## src/rtl/down_counter.sv

```systemverilog
// down_counter: synchronous loadable down-counter / timer with a one-cycle
// terminal-count pulse. All state changes on one rising edge of CLK, so Q is
// glitch-free.
//
// Build option: define DOWN_COUNTER_AUTORELOAD_EN for periodic mode. On
// expiry Q reloads from RLD and the counter keeps running. With the macro
// undefined the counter is one-shot: it parks at 0 in IDLE until the next load.
//
// Ports:
//   CLK   in   clock, rising edge
//   RST   in   synchronous active-high reset
//   LD    in   load strobe (priority over EN)
//   D     in   [WIDTH] load value
//   EN    in   count enable, only honoured in RUN
//   Q     out  [WIDTH] current count (registered)
//   TC    out  terminal-count pulse, one cycle (registered)
//   BUSY  out  high while in RUN (registered)

module down_counter #(
    parameter int unsigned WIDTH = 4
) (
    input  logic             CLK,
    input  logic             RST,
    input  logic             LD,
    input  logic [WIDTH-1:0] D,
    input  logic             EN,
    output logic [WIDTH-1:0] Q,
    output logic             TC,
    output logic             BUSY
);

    typedef enum logic {
        IDLE = 1'b0,
        RUN  = 1'b1
    } state_t;

    state_t           state;
    state_t           state_d;
    logic [WIDTH-1:0] rld;
    logic [WIDTH-1:0] rld_d;
    logic [WIDTH-1:0] q_d;
    logic             tc_d;
    logic             busy_d;
    logic             expire_c;

    // Enabled edge in RUN with Q at 1 ends the period.
    assign expire_c = (state == RUN) && EN && (Q == WIDTH'(1));

    // State and registered outputs.
    always_ff @(posedge CLK) begin
        if (RST) begin
            state <= IDLE;
            Q     <= '0;
            rld   <= '0;
            TC    <= 1'b0;
            BUSY  <= 1'b0;
        end else begin
            state <= state_d;
            Q     <= q_d;
            rld   <= rld_d;
            TC    <= tc_d;
            BUSY  <= busy_d;
        end
    end

    // Next state: a load picks RUN/IDLE from D; expiry decides by build mode.
    always_comb begin
        state_d = state;
        if (LD) begin
            state_d = (D != '0) ? RUN : IDLE;
        end else if (expire_c) begin
`ifdef DOWN_COUNTER_AUTORELOAD_EN
            state_d = RUN;
`else
            state_d = IDLE;
`endif
        end
    end

    // Next output values; a load wins over expiry and suppresses TC.
    always_comb begin
        q_d    = Q;
        rld_d  = rld;
        tc_d   = 1'b0;
        busy_d = (state_d == RUN);
        if (LD) begin
            q_d   = D;
            rld_d = D;
        end else if (expire_c) begin
            tc_d = 1'b1;
`ifdef DOWN_COUNTER_AUTORELOAD_EN
            q_d  = rld;
`else
            q_d  = '0;
`endif
        end else if ((state == RUN) && EN && (Q > WIDTH'(1))) begin
            // Decrement only from 2 upward so Q can never wrap below 0.
            q_d = Q - WIDTH'(1);
        end
    end

endmodule

```

## config.mk

```make
export PLATFORM = sky130hd
export DESIGN_NAME = down_counter
export DESIGN_NICKNAME = d
export VERILOG_FILES = /design/src/rtl/down_counter.sv
export SDC_FILE = /design/constraint.sdc
export NUM_CORES = 1
export LEC_CHECK = 0
export ABC_AREA = 1
export BUFFER_PORTS_ARGS = -buffer_cell sky130_fd_sc_hd__buf_2
export CORE_AREA = 2 2 39 41
export CTS_CLUSTER_DIAMETER = 40
export DETAILED_ROUTE_END_ITERATION = 12
export DIE_AREA = 0 0 41 43
export GPL_ROUTABILITY_DRIVEN = 0
export HOLD_SLACK_MARGIN = 0.03
export PLACE_DENSITY_LB_ADDON = 0.2
export SKIP_LAST_GASP = 1
export SLEW_MARGIN = 40
export SYNTH_ARGS = -nofsm -noshare
export SYNTH_HDL_FRONTEND = slang
export SYNTH_SLANG_ARGS = --single-unit
```

## constraint.sdc

```tcl
create_clock -name CLK -period 1.66 [get_ports CLK]
set_input_delay 0.083 -clock CLK [delete_from_list [all_inputs] [get_ports CLK]]
set_output_delay 0.083 -clock CLK [all_outputs]
set_load 0.05 [all_outputs]
```

; ---- Word-level counts from Yosys, hierarchy flattened
; Index checks and enable logic that the tools add are counted.
[classes]
n_eq_ne = 1
addsub = 1
reduce_logical = 7
order_cmp = 1
muxes = 7
[ops]
columns = op, n
row1 = 4-bit two-way mux, 3
row2 = 4-bit by 1-bit == test with 1-bit output (second input constant), 1
row3 = 4-bit by 1-bit greater-than comparator with 1-bit output (second input constant), 1
row4 = 1-bit two-way mux, 4
row5 = 4-bit nonzero test, 1
row6 = 4-bit by 1-bit subtractor with 4-bit output (second input constant), 1
row7 = 1-bit logical AND, 3
row8 = 3-bit nonzero test, 1
row9 = 2-bit nonzero test, 1
row10 = 2-bit OR reduction, 1
[word_totals]
inputBits = 8
ff_bits = 6

; ---- Longest topological paths before layout
; Gate-level depths: netlist of the first run.
[logic_depth]
depth_word = 5
ltp_mapped = 10
mapped_depth_nobuf = 10

; ---- Worst setup path after synthesis of the first run
; No wires, ideal clock.
[synth_path]
kind = flip-flop to flip-flop
startpoint = reg Q[0]
endpoint = reg Q[0]
path_stages_with_launch = 11
setup_ps = 112
arrival_time_ps = 1515
period_less_slack_ps = 1627
required_ps = 1548
slack_ps = 33
path_cell_list = dfxtp_1 -> inv_1 -> ha_1 -> inv_1 -> nor2_1 -> nand2_1 -> nand2_2 -> nand3_1 -> nand2_1 -> nor2_1 -> nor2_1
[synth_between]
elab_chain_cells = 4
[synth_rtl]
columns = element, line
row1 = from (decl), 27  ; output logic [WIDTH-1:0] Q,
row2 = from (signal assigned), 59  ; Q <= q_d;
row3 = 4-bit by 1-bit subtractor with 4-bit output or 4-bit by 1-bit == test with 1-bit output (tied branches), "98, 47"
row4 = 4-bit two-way mux or 1-bit logical AND (tied branches), "96, 47"
row5 = 4-bit two-way mux, 89  ; end else if (expire_c) begin
row6 = 4-bit two-way mux, 86  ; if (LD) begin
; Parallel ways exist; a longest one is shown, timed or not. The select of a mux whose other input is x is not followed.
; A chain may end at the register's enable or synchronous reset.

; ---- Worst setup path after layout of the first run
; Same ends and word-level chain as after synthesis.

==> results of run 1 <==
layout make-up:
cell class	count	area share
well taps	16	0.0429
flip-flops and latches	6	0.257
clock buffers	3	0.0483
repair buffers	13	0.139
multi-input cells	44	0.456
inverters	7	0.0563
cell usage in the layout (no fill, tap or decap):
master,synthesis,final
a21oi_1,2,2
a31oi_1,1,1
buf_2,0,13
clkbuf_4,0,3
dfxtp_1,6,6
ha_1,2,2
inv_1,6,6
inv_2,1,1
nand2_1,14,14
nand2_2,1,1
nand3_1,7,7
nand4_1,1,1
nor2_1,12,12
nor3_1,1,1
o21ai_0,1,1
o31ai_1,1,1
xnor2_1,1,1
logic make-up (layout without fill, tap and decap cells):
family,after synthesis,in the layout,share of synthesized area
fa+ha+maj,2,2,0.0687
compound gates,5,5,0.0790
buf+inv,8,23,0.0859
simple gates,36,36,0.412
flops,6,6,0.330
xor+xnor,1,1,0.0241
routing by layer:
| metal | global-route usage | up-vias |
|---|---|---|
| met2 | 0.153 | 11 |
| li1 | - | 219 |
| met1 | 0.156 | 165 |
| met3 | 0.0157 | 5 |
| met5 | 0 | - |
| met4 | 0.160 | 0 |
state kept, by name, summed over array words and instances, names as in the netlist:
name	cells
Q	4
TC	1
state	1
how the worst min path moves through the flow:
stage	start	end	slack [ns]	depth (start not counted)
2_1_floorplan	RST	Q[1]$_SDFFE_PP0P_	0.15	1
3_3_place_gp	RST	Q[2]$_SDFFE_PP0P_	0.34	2
3_5_place_dp	RST	Q[1]$_SDFFE_PP0P_	0.33	2
4_1_cts	RST	Q[1]$_SDFFE_PP0P_	0.07	2
5_1_grt	RST	Q[1]$_SDFFE_PP0P_	0.08	2
6_report	RST	Q[1]$_SDFFE_PP0P_	0.07	2
per-stage QoR:
stage                     power [mW]  instances  instance area, sq um
after floorplan                0.251         58                   364
after global placement         0.281         86                   444
after global routing           0.442         89                   467
after detailed placement       0.281         86                   444
final                          0.409         89                   467
after CTS                      0.420         89                   467
synthesized netlist by cell type:
library cell and n:
ha_1 2, a21oi_1 2, a31oi_1 1, clkbuf_2 1
o31ai_1 1, o21ai_0 1, inv_1 6, nor2_1 12
nand4_1 1, nand2_2 1, dfxtp_1 6, xnor2_1 1
nand2_1 14, nor3_1 1, inv_2 1, nand3_1 7
worst max-delay path, delay by kind of cell, from the launching register on:
kind | cells | cell delay, ns
flops | 1 | 0.38
buf+inv | 2 | 0.14
fa+ha+maj | 1 | 0.21
simple gates | 7 | 0.47
power breakdown:
| group | internal, mW | switching [mW] | leakage (nW) | total (mW) |
|---|---|---|---|---|
| Combinational | 0.0369 | 0.0768 | 0.185 | 0.114 |
| Clock | 0.0817 | 0.0513 | 0.0138 | 0.133 |
| Sequential | 0.154 | 0.00893 | 0.0495 | 0.163 |
| Total | 0.272 | 0.137 | 0.249 | 0.409 |
==> summary.txt, run 1 <==
Die
  – IO Pins: 14
  – Die span in y: 43 microns
  – Standard cell core area: approximately 1400 sq um
  – Die footprint: 1760 sq um
  – Die outline width: 41 microns
  – Initial core utilization: 0.263
  – Site row count: 14

Synth
  – Distinct cell type count of the synthesized netlist: 16
  – Synth top area cells: dfxtp_1 33%, nand2_1 14%, nor2_1 12%
  – Post-synth top area share: 0.330
  – Total nets after synthesis: ~70
  – Register bit count reported by yosys: 6
  – Yosys synthesis warning count: 0
  – Post-synthesis instance area: 364 sq um
  – Largest area contributor in the synthesized netlist: dfxtp_1
  – Cells after synthesis: 58
  – Synth Area per Inst: 6.28 sq um
  – Share of synthesized area occupied by flip-flops and latches: 0.330

Worst setup path
  – Worst setup startpoint: Q[0]$_SDFFE_PP0P_
  – Register-to-register setup slack: between 0.3 and 0.4 ns
  – Worst-path fanout max: 5
  – Highest-delay cell along the critical path: dfxtp_1
  – Worst setup path end: Q[0]$_SDFFE_PP0P_
  – Endpoint arrival time on the critical path: around 1.5 ns
  – Startpoint class of the critical path: flip-flop
  – Critical Path Max Stage Delay: between 0.3 and 0.4 ns
  – R2R cell count: 10
  – Cell mode on critical path: nor2_1
  – Cell chain of the critical path: inv_1, ha_1, inv_1, nor2_1, nand2_1, nand2_2, nand3_1, nand2_1, nor2_1, nor2_1
  – R2R Path Start: Q[0]$_SDFFE_PP0P_
  – End of the worst register-to-register path: Q[0]$_SDFFE_PP0P_
  – Classification of the worst setup path: reg2reg
  – Required arrival time at the worst endpoint: between 1.5 and 2 ns
  – Setup crit end kind: flip-flop

Timing
  – Final Hold Slack: 0.0722 ns
  – Final Max Slew Viols: 0
  – Final setup skew: 0.00228 ns
  – Final total negative setup slack: 0 ns
  – Unrepaired setup endpoints after global routing: no
  – Crit path setup slack, layout: about 0.35 ns
  – Tightest Pin Transition: approximately 0.25 ns
  – Period utilization: 0.792
  – Setup violators final: 0
  – Final Critical Period: roughly 1.3 ns
  – Relative slew margins: 0.836
  – Fmax: 761 MHz
  – Final hold violations: 0

Final layout
  – Antenna Diode Count: 0
  – Layout filler cell count: 165
  – Multi-input gate area: 213 sq um
  – Utilization of the core after routing: 0.337
  – Register cell area after layout: 120 sq um
  – Number of nets in the layout: 85
  – Layout cells sized above 1: 0.247
  – Area added between synthesis and finish: 28.2%

Global route
  – Global-route wire length before repair: approximately 1400 microns
  – Global route overflow: 0
  – Initial antenna violation count: 0
  – Global routing usage summed across all routing layers: 0.125
  – Via count of the first global-routing pass: ~360
  – Largest net degree at the start of global routing: 9

Job
  – Max_cap viols: 0

Clock network
  – Root Buffer: clkbuf_4
  – Max clock buf depth: 2
  – Level count of the clock H-tree: 1
  – Insertion delay to the later sink of the worst-skew pair: 0.25 ns
  – Post-CTS sizing: 0
  – Post-CTS Setup Bufs: 0
  – Clock tree from TritonCTS: yes
  – Hold Buf Count CTS: 0
  – CTS buffer count: 3
  – CTS clk-pin slew, worst paths: 0.04 ns
  – Number of clock sinks seen by CTS: 6

Power and ir drop
  – Worst VDD drop: 0.392 mV
  – Total power density per cell area: 877 nW/um^2
  – Leakage: 0.249 nW

Worst hold path
  – Type of the worst min-delay path: in2reg

Outcome
  – Result of the run: complete, no violations

Placement
  – Port Buf Inserts: 13
  – Post-detailed-placement half-perimeter wirelength: 648 microns
  – Worst setup slack before clock tree synthesis: 0.329 ns

Detailed routing
  – Number of vias after detailed routing: 400
  – Routed WL per cell: 9.08 microns
  – Routed wire length on met2: between 300 and 400 microns
  – Drt first pass iters: 4
  – Routed length on met3: 26 microns
  – Antenna-violating nets left: 0
  – Wire length the detailed router placed on met1: 400 microns
  – Number of remaining DRC errors: 0
  – Highest signal layer in the routed design: met4
  – Wire length reported by the detailed router: 808 microns
  – Initial DRC count: 4
  – Via density: roughly 4.5
Power figures use the tool's default switching activity.
==> inputs of run 2 (changes only) <==
--- a/config.mk
+++ b/config.mk
@@ -5,7 +5,7 @@
 export SDC_FILE = /design/constraint.sdc
 export NUM_CORES = 1
 export LEC_CHECK = 0
-export ABC_AREA = 1
+export ABC_AREA = 0
 export BUFFER_PORTS_ARGS = -buffer_cell sky130_fd_sc_hd__buf_2
 export CORE_AREA = 2 2 39 41
 export CTS_CLUSTER_DIAMETER = 40
==> constraint.sdc (replaced) <==
create_clock -name CLK -period 1.15 [get_ports CLK]
set_input_delay 0.0575 -clock CLK [delete_from_list [all_inputs] [get_ports CLK]]
set_output_delay 0.0575 -clock CLK [all_outputs]
set_load 0.05 [all_outputs]
==> summary.txt, run 2 <==
Outcome
  – Result of the run: finished with violations
  – Failing checks: setup timing

Placement
  – Number of placed instances with taps included: 80
  – Placement-stage cell area: between 500 and 600 sq um
  – Port Buf Inserts: 13
  – Post-detailed-placement half-perimeter wirelength: 882 microns
  – Worst setup slack before clock tree synthesis: -0.143 ns

Global route
  – Global routing usage summed across all routing layers: 0.171
  – Largest net degree at the start of global routing: 9
  – Initial antenna violation count: 0
  – Global-route wire length before repair: approximately 2000 microns
  – Global route overflow: 0
  – Via count of the first global-routing pass: between 400 and 500

Worst setup path
  – R2R Path Start: Q[0]$_SDFFE_PP0P_
  – Register-to-register setup slack: -0.12 ns
  – Worst setup startpoint: Q[0]$_SDFFE_PP0P_
  – R2R cell count: 4
  – Setup crit end kind: flip-flop
  – Startpoint class of the critical path: flip-flop
  – Required arrival time at the worst endpoint: 1.33 ns
  – Endpoint arrival time on the critical path: 1.44 ns
  – Classification of the worst setup path: reg2reg
  – Worst-path fanout max: 4
  – End of the worst register-to-register path: Q[0]$_SDFFE_PP0P_
  – Critical Path Max Stage Delay: 0.37 ns
  – Worst setup path end: Q[0]$_SDFFE_PP0P_
  – Highest-delay cell along the critical path: dfxtp_4
  – Cell chain of the critical path: ha_4, nor4b_4, o21bai_2, a221oi_2

Power and ir drop
  – Leakage: between 0.2 and 0.3 nW
  – Total power density per cell area: around 1200 nW/um^2
  – Worst VDD drop: 0.674 mV

Timing
  – Final setup skew: 0.0158 ns
  – Final Max Slew Viols: 0
  – Setup violators final: 4
  – Unrepaired setup endpoints after global routing: yes
  – Final Critical Period: 1.27 ns
  – Relative slew margins: 0.825
  – Period utilization: 1.10
  – Final hold violations: 0
  – Crit path setup slack, layout: -0.118 ns
  – Fmax: 789 MHz
  – Tightest Pin Transition: 0.262 ns

Final layout
  – Most common library cell in the layout ignoring fill and taps: buf_2
  – Layout cells sized above 1: 0.597
  – Register cell area after layout: about 130 sq um
  – Number of nets in the layout: between 70 and 80
  – Multi-input gate area: around 300 sq um
  – Flip-flop count of the largest register after layout: 4
  – Post-route insts no fill: 83
  – Area added between synthesis and finish: 56.9%
  – Top flop regs: Q: 4 flops, TC: 1 flops, state: 1 flops
  – Antenna Diode Count: 0
  – Layout filler cell count: 151
  – Commonest non-fill, non-tap cells in the layout: 13 x buf_2, 8 x buf_4, 4 x a21oi_1
  – Biggest register: Q
  – Final Instance Area: just over 600 sq um

Detailed routing
  – Initial DRC count: 13
  – Via density: approximately 5.1
  – Drt first pass iters: 4
  – Routed WL per cell: about 14 microns
  – Number of vias after detailed routing: between 400 and 500
  – Antenna-violating nets left: 0
  – Number of remaining DRC errors: 0
  – Wire length reported by the detailed router: 1180 microns

Synth
  – Total nets after synthesis: 54
  – Cells after synthesis: 44
  – Synth top area cells: dfxtp_1 31%, a221oi_2 7.7%, ha_1 6.4%
  – Distinct cell type count of the synthesized netlist: 22
  – Synth Area per Inst: 8.90 sq um
  – Register bit count reported by yosys: 6
  – Library cell with the highest instance count after synthesis: dfxtp_1
  – Post-synthesis instance area: 392 sq um
  – Post-synth top area share: 0.307
  – Share of synthesized area occupied by flip-flops and latches: 0.307
  – Post-synthesis async set-or-reset flop share: 0
  – Number of flops mapped to enable cells by yosys: 0
  – Top_reg_cell synth: dfxtp_1
  – Largest area contributor in the synthesized netlist: dfxtp_1
  – Yosys synthesis warning count: 0
  – Commonest cells in the synthesized netlist: 6 x dfxtp_1, 4 x a21oi_1

Clock network
  – CTS clk-pin slew, worst paths: 0.06 ns
  – Clock tree from TritonCTS: yes
  – Root Buffer: clkbuf_4
  – CTS buffer count: 3
  – Insertion delay to the later sink of the worst-skew pair: 0.26 ns
  – Number of clock sinks seen by CTS: 6
  – Max clock buf depth: 2
  – Hold Buf Count CTS: 0
  – Post-CTS Setup Bufs: 0
  – Level count of the clock H-tree: 1

Die
  – Initial core utilization: 0.283
  – Site row count: 14
  – Die footprint: about 1800 sq um
  – Die span in y: between 40 and 50 microns
  – Die outline width: roughly 40 microns
  – IO Pins: 14
  – Standard cell core area: 1380 sq um

Job
  – Max_cap viols: 0

Worst hold path
  – Type of the worst min-delay path: in2reg
## run 2: cell type report
type	instances	area share
repair buffers	21	0.204
flip-flops and latches	6	0.214
well taps	16	0.0326
clock buffers	3	0.0367
multi-input cells	34	0.487
inverters	3	0.0265
## run 2: power breakdown
part / total, mW / internal, mW / switching, mW / leakage [nW]
sequential: 0.254 / 0.227 / 0.0265 / 0.0517
clock: 0.215 / 0.119 / 0.0960 / 0.0138
combinational: 0.273 / 0.119 / 0.154 / 0.200
## run 2: how the worst min path moves through the flow
stage | cells after the start | endpoint | from | slack, ns
2_1_floorplan | 1 | Q[0]$_SDFFE_PP0P_ | RST | 0.11
4_1_cts | 2 | Q[0]$_SDFFE_PP0P_ | RST | 0.06
6_report | 2 | Q[0]$_SDFFE_PP0P_ | RST | 0.06
3_3_place_gp | 2 | Q[0]$_SDFFE_PP0P_ | RST | 0.32
3_5_place_dp | 2 | Q[0]$_SDFFE_PP0P_ | RST | 0.32
5_1_grt | 2 | Q[0]$_SDFFE_PP0P_ | RST | 0.08
## run 2: timing repair
item | 4_1_cts | 5_1_grt
gates resized for setup | 3 | 2
endpoints found under the setup margin | 4 | 5
pin swaps | 3 | 1
## run 2: cells by family after synthesis
| family | after synthesis | synth area share |
|---|---|---|
| mux | 1 | 0.0256 |
| fa+ha+maj | 2 | 0.0639 |
| simple gates | 18 | 0.275 |
| xor+xnor | 1 | 0.0224 |
| buf+inv | 4 | 0.0479 |
| flops | 6 | 0.307 |
| compound gates | 12 | 0.259 |
## run 2: critical path, delay by kind of cell, from the launching register on
| kind | cells | cell delay, ns |
|---|---|---|
| compound gates | 2 | 0.37 |
| fa+ha+maj | 1 | 0.18 |
| flops | 1 | 0.37 |
| simple gates | 1 | 0.26 |
## run 2: through the flow
stage	total power, mW	TNS (ns)	utilization	hold WS, ns
floorplan	0.424	-0.614	-	0.115
global placement	0.507	-0.356	0.410	0.325
detailed placement	0.509	-0.472	0.410	0.321
CTS	0.734	-0.443	0.439	0.0582
global route	0.776	-0.668	0.444	0.0794
finish	0.742	-0.401	0.444	0.0643
## run 2: metal layers
metal  wire (microns)  vias up  global-route usage  part of all wire
met5                0        -                   0                 0
met4                8        0               0.100            0.0068
met3               60        2              0.0314             0.051
met2              624       14               0.266              0.53
met1              485      198               0.208              0.41
li1                 -      212                   -                 -
